==> config.mk <==
export PLATFORM = sky130hd
export DESIGN_NAME = bist_for_switch
export DESIGN_NICKNAME = d
export VERILOG_FILES = /design/src/rtl/bist_pkg.sv /design/src/rtl/sw_debounce.sv /design/src/rtl/bist_for_switch.sv
export SDC_FILE = /design/constraint.sdc
export NUM_CORES = 1
export LEC_CHECK = 0
export CORE_UTILIZATION = 59
export DETAILED_ROUTE_END_ITERATION = 7
export GPL_TIMING_DRIVEN = 0
export PLACE_DENSITY = 0.74
export SYNTH_ARGS = -nofsm -noshare
export SYNTH_HDL_FRONTEND = slang
export SYNTH_SLANG_ARGS = --single-unit
==> constraint.sdc <==
create_clock -name clk -period 3.7 [get_ports clk]
set_input_delay 0.555 -clock clk [delete_from_list [all_inputs] [get_ports clk]]
set_output_delay 0.555 -clock clk [all_outputs]
set_load 0.05 [all_outputs]
==> src/rtl/bist_pkg.sv <==
// Shared definitions for the switch self-test.
//   N_SW     : number of slide switches under test
//   LED_PASS : LED pattern shown once every switch has been exercised
//   state_e  : self-test FSM states
//   onehot() : LED / expected-switch pattern for a switch index
package bist_pkg;

    localparam int N_SW = 4;
    localparam logic [N_SW-1:0] LED_PASS = 4'b1111;

    typedef enum logic [2:0] {
        ST_IDLE     = 3'd0,
        ST_ARM      = 3'd1,
        ST_PROBE_HI = 3'd2,
        ST_PROBE_LO = 3'd3,
        ST_PASS     = 3'd4,
        ST_FAIL     = 3'd5
    } state_e;

    function automatic logic [N_SW-1:0] onehot(input logic [1:0] i);
        logic [N_SW-1:0] one;
        one = {{(N_SW-1){1'b0}}, 1'b1};
        return one << i;
    endfunction

endpackage

==> src/rtl/sw_debounce.sv <==
// Single-bit input conditioner: two-flop synchronizer followed by a
// debounce counter.
//   clk, rst_n : clock, async active-low reset
//   raw_i      : raw switch pin, asynchronous to clk
//   db_o       : debounced level; changes only after DEBOUNCE_CYCLES
//                consecutive synchronized samples that differ from it
module sw_debounce #(
    parameter int DEBOUNCE_CYCLES = 16
) (
    input  logic clk,
    input  logic rst_n,
    input  logic raw_i,
    output logic db_o
);

    localparam int CW = $clog2(DEBOUNCE_CYCLES);
    localparam logic [CW-1:0] CNT_MAX = CW'(DEBOUNCE_CYCLES - 1);

    logic          s1_q, s2_q;
    logic          db_q, db_d;
    logic [CW-1:0] cnt_q, cnt_d;

    // Any sample that agrees with the current output restarts the run,
    // so a pulse shorter than DEBOUNCE_CYCLES never flips db.
    always_comb begin
        db_d  = db_q;
        cnt_d = '0;
        if (s2_q != db_q) begin
            if (cnt_q == CNT_MAX) begin
                db_d = s2_q;
            end else begin
                cnt_d = cnt_q + 1'b1;
            end
        end
    end

    always_ff @(posedge clk or negedge rst_n) begin
        if (!rst_n) begin
            s1_q  <= 1'b0;
            s2_q  <= 1'b0;
            db_q  <= 1'b0;
            cnt_q <= '0;
        end else begin
            s1_q  <= raw_i;
            s2_q  <= s1_q;
            db_q  <= db_d;
            cnt_q <= cnt_d;
        end
    end

    assign db_o = db_q;

endmodule

==> src/rtl/bist_for_switch.sv <==
// Built-in self-test for the four slide switches. After start the operator
// is prompted on the LEDs to raise, then lower, each switch in turn; any
// other switch moving, or a step taking too long, ends in FAIL.
//   clk, rst_n : clock, async active-low reset
//   sw         : raw switch pins (asynchronous)
//   start      : level-sampled start request, ignored while busy
//   led        : prompt / result display
//   busy       : test in progress
//   pass, fail : sticky result flags, cleared by the next start
//   fail_idx   : switch being probed when the failure happened
// All outputs are registered and derived from the next-state values so they
// change on the same edge as the FSM.
module bist_for_switch
    import bist_pkg::*;
#(
    parameter int DEBOUNCE_CYCLES = 16,
    parameter int TIMEOUT_CYCLES  = 50_000_000
) (
    input  logic            clk,
    input  logic            rst_n,
    input  logic [N_SW-1:0] sw,
    input  logic            start,
    output logic [N_SW-1:0] led,
    output logic            busy,
    output logic            pass,
    output logic            fail,
    output logic [1:0]      fail_idx
);

    localparam int TW = $clog2(TIMEOUT_CYCLES);
    localparam logic [TW-1:0] TMR_MAX = TW'(TIMEOUT_CYCLES - 1);

    logic [N_SW-1:0] db;

    for (genvar g = 0; g < N_SW; g++) begin : g_db
        sw_debounce #(
            .DEBOUNCE_CYCLES(DEBOUNCE_CYCLES)
        ) u_db (
            .clk  (clk),
            .rst_n(rst_n),
            .raw_i(sw[g]),
            .db_o (db[g])
        );
    end

    state_e          state_q, state_d;
    logic [1:0]      idx_q, idx_d;
    logic [TW-1:0]   timer_q, timer_d;
    logic [N_SW-1:0] led_q, led_d;
    logic            busy_q, busy_d;
    logic            pass_q, pass_d;
    logic            fail_q, fail_d;
    logic [1:0]      fidx_q, fidx_d;

    logic [N_SW-1:0] want;
    logic            other;
    logic            tmo;
    logic            running;

    assign want    = onehot(idx_q);
    assign other   = |(db & ~want);
    assign tmo     = (timer_q == TMR_MAX);
    assign running = (state_q == ST_ARM) || (state_q == ST_PROBE_HI) ||
                     (state_q == ST_PROBE_LO);

    // Each probe state checks, in order: wrong switch, exit condition, timeout.
    always_comb begin
        state_d = state_q;
        idx_d   = idx_q;
        unique case (state_q)
            ST_IDLE: begin
                if (start) begin
                    state_d = ST_ARM;
                    idx_d   = 2'd0;
                end
            end
            ST_ARM: begin
                idx_d = 2'd0;
                if (db == '0)  state_d = ST_PROBE_HI;
                else if (tmo)  state_d = ST_FAIL;
            end
            ST_PROBE_HI: begin
                if (other)             state_d = ST_FAIL;
                else if (db == want)   state_d = ST_PROBE_LO;
                else if (tmo)          state_d = ST_FAIL;
            end
            ST_PROBE_LO: begin
                if (other) begin
                    state_d = ST_FAIL;
                end else if (db == '0) begin
                    if (idx_q == 2'd3) begin
                        state_d = ST_PASS;
                    end else begin
                        state_d = ST_PROBE_HI;
                        idx_d   = idx_q + 2'd1;
                    end
                end else if (tmo) begin
                    state_d = ST_FAIL;
                end
            end
            ST_PASS, ST_FAIL: begin
                if (start) begin
                    state_d = ST_ARM;
                    idx_d   = 2'd0;
                end
            end
            default: state_d = ST_IDLE;
        endcase
    end

    // Timer restarts on every state change; it never reaches past TMR_MAX
    // because hitting TMR_MAX always forces a transition.
    always_comb begin
        timer_d = '0;
        if (running && state_d == state_q && !tmo) begin
            timer_d = timer_q + 1'b1;
        end
    end

    always_comb begin
        led_d  = '0;
        busy_d = 1'b0;
        pass_d = 1'b0;
        fail_d = 1'b0;
        fidx_d = 2'd0;
        unique case (state_d)
            ST_IDLE:     ;
            ST_ARM:      busy_d = 1'b1;
            ST_PROBE_HI: begin busy_d = 1'b1; led_d = onehot(idx_d);  end
            ST_PROBE_LO: begin busy_d = 1'b1; led_d = ~onehot(idx_d); end
            ST_PASS:     begin pass_d = 1'b1; led_d = LED_PASS;       end
            ST_FAIL:     begin
                fail_d = 1'b1;
                fidx_d = idx_d;
                led_d  = onehot(idx_d);
            end
            default:     ;
        endcase
    end

    always_ff @(posedge clk or negedge rst_n) begin
        if (!rst_n) begin
            state_q <= ST_IDLE;
            idx_q   <= 2'd0;
            timer_q <= '0;
            led_q   <= '0;
            busy_q  <= 1'b0;
            pass_q  <= 1'b0;
            fail_q  <= 1'b0;
            fidx_q  <= 2'd0;
        end else begin
            state_q <= state_d;
            idx_q   <= idx_d;
            timer_q <= timer_d;
            led_q   <= led_d;
            busy_q  <= busy_d;
            pass_q  <= pass_d;
            fail_q  <= fail_d;
            fidx_q  <= fidx_d;
        end
    end

    assign led      = led_q;
    assign busy     = busy_q;
    assign pass     = pass_q;
    assign fail     = fail_q;
    assign fail_idx = fidx_q;

endmodule

==> flow_summary.ini, run 1 <==
[cells_and_area]
post-route-util_pct = 69.47
register_area_mm2 = 0.001702
area_growth_pct = 12.41
nFillCells = 413
multi_input_area_mm2 = 0.001408
drive_gt1_share_pct = 8.683
final_nets = 345
diodes = 0

[critical_path]
reg2reg_depth = 9
critical_path.startpoint_type = register
r2r-end = led[1]
path_class = reg2reg
r2r_slack_ns = 0.78
arrival_ns = 3.17
crit_path_end_kind = register
crit_required_ns = 3.95
crit_fanout = 9
rr_startpoint = idx_q[1]

[logic_synthesis]
async_reset_ff_share_pct = 100.0
syn_inst = 303
synthXorXnorAreaFrac_pct = 9.041
yosys.area_share.adder_pct = 3.523
synth_seq_cells = 68
synth_cell_type_count = 45
synthMuxAreaShare_pct = 1.409
synth-edff-count = 0
ys_warn_count = 0
synth_top_family_by_area = simple AND/OR/NAND/NOR gates
syn_nets = 319
synth_compound_area_share_pct = 7.750
syn_area_mm2 = 0.003197
synthSimpleGateAreaFrac_pct = 22.31
ys_seq_area_share_pct = 53.23
syn_avg_cell_area_um2 = 10.55
synth-main-ff-cell = dfrtp_1

[clock_tree]
root_buffer = clkbuf_8
insertion_delay_ns = 0.35
clk_path_buf_depth = 2
cts-buffers-inserted = 9
cts_hold_buf = 0
htree_levels = 3
cts_tree = done
clock_sinks = 68
cts-resized-gates = 0
clk_pin_slew_ns = 0.07
post_cts.repair.setup_buffers = 0

[pwr]
power_w = 0.002300
power_density_mw_per_mm2 = 640.2
p_leak_nw = 1.601
vdd_drop_max_v = 0.0006067

[floorplanning]
chipHeight_um = 75.61
die-area_mm2 = 0.005717
start_util_pct = 61.80
ioPinCount = 16
core_mm2 = 0.005172
dieWidth_um = 75.61
num_rows = 26

[detailed_routing]
dr.pass1.iters = 4
vias = 2280
drt_iter0_drc = 147
finalWirelength_mm = 5.609
via_per_inst = 5.644
ant_nets = 0
drc = 0
wire_per_inst_um = 13.88

[placed_design]
numPortBuffers = 15
dpl.hpwl_mm = 3.665
gp_congestion = 0.8864

[timing]
setup_violations = 0
hold_viol_final = 0
period_minus_slack_ns = 2.920
fmaxAchievable_mhz = 342.4
worst_pin_slew_ns = 0.8093
period_share_pct = 78.92
hold_slack_ns = 0.3014
max_slew_margin_pct = 46.05
finClkSkew_ns = 0.007044
grt_setup_unrepaired = false
final_max_slew_viol_count = 0

[worst_hold_path]
min_path_type = in2async

[grt]
grt_pass1_vias = 1990
antenna_found_initial = 0
grt_max_degree = 69
grt_usage_pct = 22.01
grt_pass1_wl_mm = 9.066
grt_overflow = 0

[run]
maxCapViolCount = 0

[status]
outcome = finished, final reports clean
==> layout make-up <==
cell class | instances | share of cell area (%)
sequential | 68 | 47.35
multi-input combinational | 216 | 39.17
timing repair buffer | 15 | 4.109
clock buffer | 12 | 3.760
tap | 70 | 2.437
buffer | 9 | 1.393
inverter | 10 | 1.045
clock inverter | 4 | 0.7312
==> state kept, by name, summed over array words and instances (netlist names), 3 cells and up <==
name,count
timer_q,26
g_db.u_db.db_o,4
state_q,3
g_db.u_db.s2_q,4
g_db.u_db.s1_q,4
led,4
g_db.u_db.cnt_q,16
==> worst max-delay path, stage by stage (launching register included) <==
cell and delay, ns:
dfrtp_1 0.36, clkbuf_1 0.18, nand2b_1 0.23, ha_1 0.22, nor4_2 0.71, nand3_1 0.21, o221ai_2 0.32, inv_1 0.15
and3_1 0.17, a221oi_1 0.27
==> layout by cell type, fill, tap and decap left out, types with 2 or more instances in the layout <==
cell type,instances
nor3b_1,5
clkbuf_1,9
nand4_1,7
inv_1,10
nand2_1,22
a221oi_1,4
a31oi_1,3
nor3_1,2
mux2_2,4
nor4_2,2
nand2b_1,2
ha_1,9
clkbuf_8,9
and2_1,2
and3_1,10
or2_2,2
a21oi_1,10
nand3_1,16
buf_6,2
clkinv_2,2
a221o_1,2
o21ai_0,5
xor2_1,15
dfrtp_1,68
nand4b_1,4
clkdlybuf4s50_1,14
nor2b_1,8
and4_1,4
xnor2_1,18
nor2_1,43
==> worst max-delay path by stage <==
stage                   from     endpoint  slack (ns)  depth (start not counted)
floorplan           idx_q[1]  timer_q[20]        1.07                         11
global placement       rst_n       led[3]        -0.1                          1
detailed placement  idx_q[1]       led[1]        0.82                          9
CTS                 idx_q[1]       led[1]        0.80                          9
global route        idx_q[1]       led[1]        0.56                          9
finish              idx_q[1]       led[1]        0.78                          9
==> kinds of logic (layout without fill, tap and decap cells) <==
family,count (synthesis),after routing
and+or+nand+nor,135,135
DFF,68,68
AOI/OAI and AO/OA,35,35
xor gates and xnor gates,33,33
buffers and inverters,19,50
adders and majority gates,9,9
muxes,4,4
==> synthesized netlist by cell type (2+ instances only) <==
master	instances	share of area [%]
nand2b_1	2	0.39
nor4_2	2	0.78
a21oi_1	10	1.6
xor2_1	15	4.1
nor3_1	2	0.31
nand4b_1	4	1.1
inv_1	10	1.2
nor2b_1	8	1.6
clkbuf_1	6	0.70
dfrtp_1	68	53
mux2_2	4	1.4
nand4_1	7	1.4
nor3b_1	5	1.2
xnor2_1	18	4.9
nand3_1	16	2.5
or2_2	2	0.39
and3_1	10	2.0
and2_1	2	0.39
nand2_1	22	2.6
buf_6	2	0.70
o21ai_0	5	0.78
nor2_1	43	5.0
ha_1	9	3.5
a31oi_1	3	0.59
a221o_1	2	0.63
and4_1	4	1.1
a221oi_1	4	1.1
==> through the flow <==
step	cells	setup slack, ns	TNS, ns	cell area (µm²)
after floorplan	303	1.070	0	3197
after global placement	388	-0.09855	-6.504	3435
after detailed placement	388	0.8173	0	3432
after CTS	404	0.8005	0	3593
after global routing	404	0.5623	0	3593
final	404	0.7798	0	3593
==> routing by layer <==
layer / GRT usage (%) / vias up / share of wire [%]
met5: 0 / - / 0
met4: 10.49 / 0 / 1.1
met3: 7.143 / 7 / 4.0
met2: 33.23 / 35 / 46
met1: 28.91 / 1125 / 48
li1: - / 1113 / -
==> power breakdown <==
part | internal (W) | leakage, nW | switching (W)
Combinational | 0.000342 | 0.624 | 0.000561
Clock | 0.000242 | 0.0803 | 0.000272
Sequential | 0.000831 | 0.897 | 0.0000531
Total | 0.00141 | 1.60 | 0.000886
Note: power is estimated with default switching activity, not from simulation.
==> run 2: changes to the inputs <==
==> constraint.sdc (replaced) <==
create_clock -name clk -period 2.8 [get_ports clk]
set_input_delay 0.42 -clock clk [delete_from_list [all_inputs] [get_ports clk]]
set_output_delay 0.42 -clock clk [all_outputs]
set_load 0.05 [all_outputs]
==> flow_summary.ini, run 2 (synthesized netlist as in run 1, its figures left out) <==
[grt]
grt_overflow = 0
grt_max_degree = 69
grt_pass1_vias = 2001
grt_pass1_wl_mm = 9.170
grt_usage_pct = 22.27
antenna_found_initial = 0

[timing]
period_minus_slack_ns = 2.678
worst_pin_slew_ns = 0.8133
final_max_slew_viol_count = 0
setup_violations = 0
finClkSkew_ns = 0.007013
grt_setup_unrepaired = false
hold_viol_final = 0
fin_ws_ns = 0.1220
period_share_pct = 95.64
max_slew_margin_pct = 45.78
setup_tns_ns = 0
fmaxAchievable_mhz = 373.4

[clock_tree]
clock_sinks = 68
root_buffer = clkbuf_8
clk_pin_slew_ns = 0.07
htree_levels = 3
cts-buffers-inserted = 9
clk_path_buf_depth = 2
cts_tree = done
insertion_delay_ns = 0.35

[critical_path]
slowest_delay_ns = 0.46
crit_slowest_cell = dfrtp_2
arrival_ns = 2.96
critical_path.startpoint_type = register
crit_path_end_kind = register
path_class = reg2reg
critPathTopFamily = simple AND/OR/NAND/NOR gates
crit_fanout = 10
crit_required_ns = 3.08
crit_buf_inv = 2
worstPathCellList = or2_2 > ha_2 > or4_4 > a21oi_4 > nand2_1 > or3_1 > a221o_1 > buf_4 > buf_6 > nor2_1

[status]
outcome = finished, final reports clean

[floorplanning]
die-area_mm2 = 0.005717
chipHeight_um = 75.61
start_util_pct = 61.80
num_rows = 26
dieWidth_um = 75.61
ioPinCount = 16
core_mm2 = 0.005172

[detailed_routing]
drc = 0
via_per_inst = 5.606
wire_per_inst_um = 14.02
ant_nets = 0
vias = 2265
dr.pass1.iters = 5
finalWirelength_mm = 5.663
drt_iter0_drc = 149

[pwr]
p_leak_nw = 1.620
power_w = 0.003088
combPwrFrac_pct = 39.6
vdd_drop_max_v = 0.0008219
clkPwrFrac_pct = 22.0
sw_frac_of_total_pct = 38.36
p_sw_w = 0.001185
power_density_mw_per_mm2 = 849.7
p_int_w = 0.001904
power_frac_seq_pct = 38.4

[cells_and_area]
post-route-util_pct = 70.27
drive_gt1_share_pct = 10.78
diodes = 0
final_cell_mix = dfrtp_1, nor2_1, nand2_1
top_regs = timer_q (26), g_db.u_db.cnt_q (16)
largest_register_ffs = 26
area_growth_pct = 13.70
mostFrequentLayoutCell = dfrtp_1
regMostFlops = timer_q
final_area_mm2 = 0.003635
final_nets = 345

[placed_design]
place_ws_ns = -0.08266
numPortBuffers = 15
dpl.hpwl_mm = 3.665
place_area_mm2 = 0.003432
gp_congestion = 0.8864

[worst_hold_path]
min_path_type = in2async

[run]
maxCapViolCount = 0
==> run 2: cell count changes in the layout (fill, tap and decap cells not counted), moves of 2 or more <==
cell	delta
dfrtp_1	-2
clkbuf_1	-2
dfrtp_2	+2
buf_4	+3
==> run 2: routing by layer <==
| layer | wire length (µm) | track usage (%) | part of all wire [%] | vias to the layer above |
|---|---|---|---|---|
| met5 | 0 | 0 | 0 | - |
| met4 | 102 | 10.49 | 1.8 | 0 |
| met3 | 247 | 7.143 | 4.4 | 8 |
| met2 | 2607 | 33.73 | 46 | 41 |
| met1 | 2705 | 29.26 | 48 | 1105 |
| li1 | - | - | - | 1111 |
==> run 2: layout make-up <==
class | instances | area, µm²
fillers | 409 | 1538
clock inverters | 4 | 26.28
well taps | 70 | 87.58
multi-input cells | 216 | 1436
flip-flops and latches | 68 | 1704
clock buffers | 12 | 135.1
repair buffers | 17 | 162.7
inverters | 10 | 37.54
plain buffers | 7 | 45.04
==> run 2: worst register-to-register path, stage by stage, from the launching register on <==
cell and delay (ns):
dfrtp_2 0.46, or2_2 0.31, ha_2 0.20, or4_4 0.44, a21oi_4 0.16, nand2_1 0.06, or3_1 0.31, a221o_1 0.26
buf_4 0.17, buf_6 0.14, nor2_1 0.11
==> run 2: worst paths after layout <==
check / from / to / slack [ns] / cells after the start
min in group clk: g_db[0].u_db.s1_q / g_db[0].u_db.s2_q / 0.35 / 0
min reg2reg: g_db[0].u_db.s1_q / g_db[0].u_db.s2_q / 0.35 / 0
min: rst_n / g_db[1].u_db.cnt_q[2] / 0.16 / 1
max in group asynchronous: rst_n / idx_q[0] / 2.05 / 1
max: idx_q[0] / timer_q[21] / 0.12 / 10
max reg2reg: idx_q[0] / timer_q[21] / 0.12 / 10
==> run 2: stage by stage <==
step / hold slack [ns] / std cells
floorplan: 0.1244 / 303
global placement: 0.3334 / 388
detailed placement: 0.3401 / 388
CTS: 0.1887 / 402
global route: 0.2422 / 404
finish: 0.1622 / 404
==> run 2: what timing repair did <==
action                                  4_1_cts  5_1_grt
pin swaps                                     0        1
endpoints found under the setup margin       24       24
resized for setup                             3        6
buffers inserted                              0        2
hold buffers                                  0        0
==> run 2: power groups by stage <==
stage               logic (W)  registers [W]  clock network, W
detailed placement    0.00119        0.00118                 0
floorplan            0.000772        0.00131                 0
global route          0.00135        0.00120          0.000741
CTS                   0.00118        0.00119          0.000709
finish                0.00122        0.00118          0.000681
global placement      0.00118        0.00118                 0
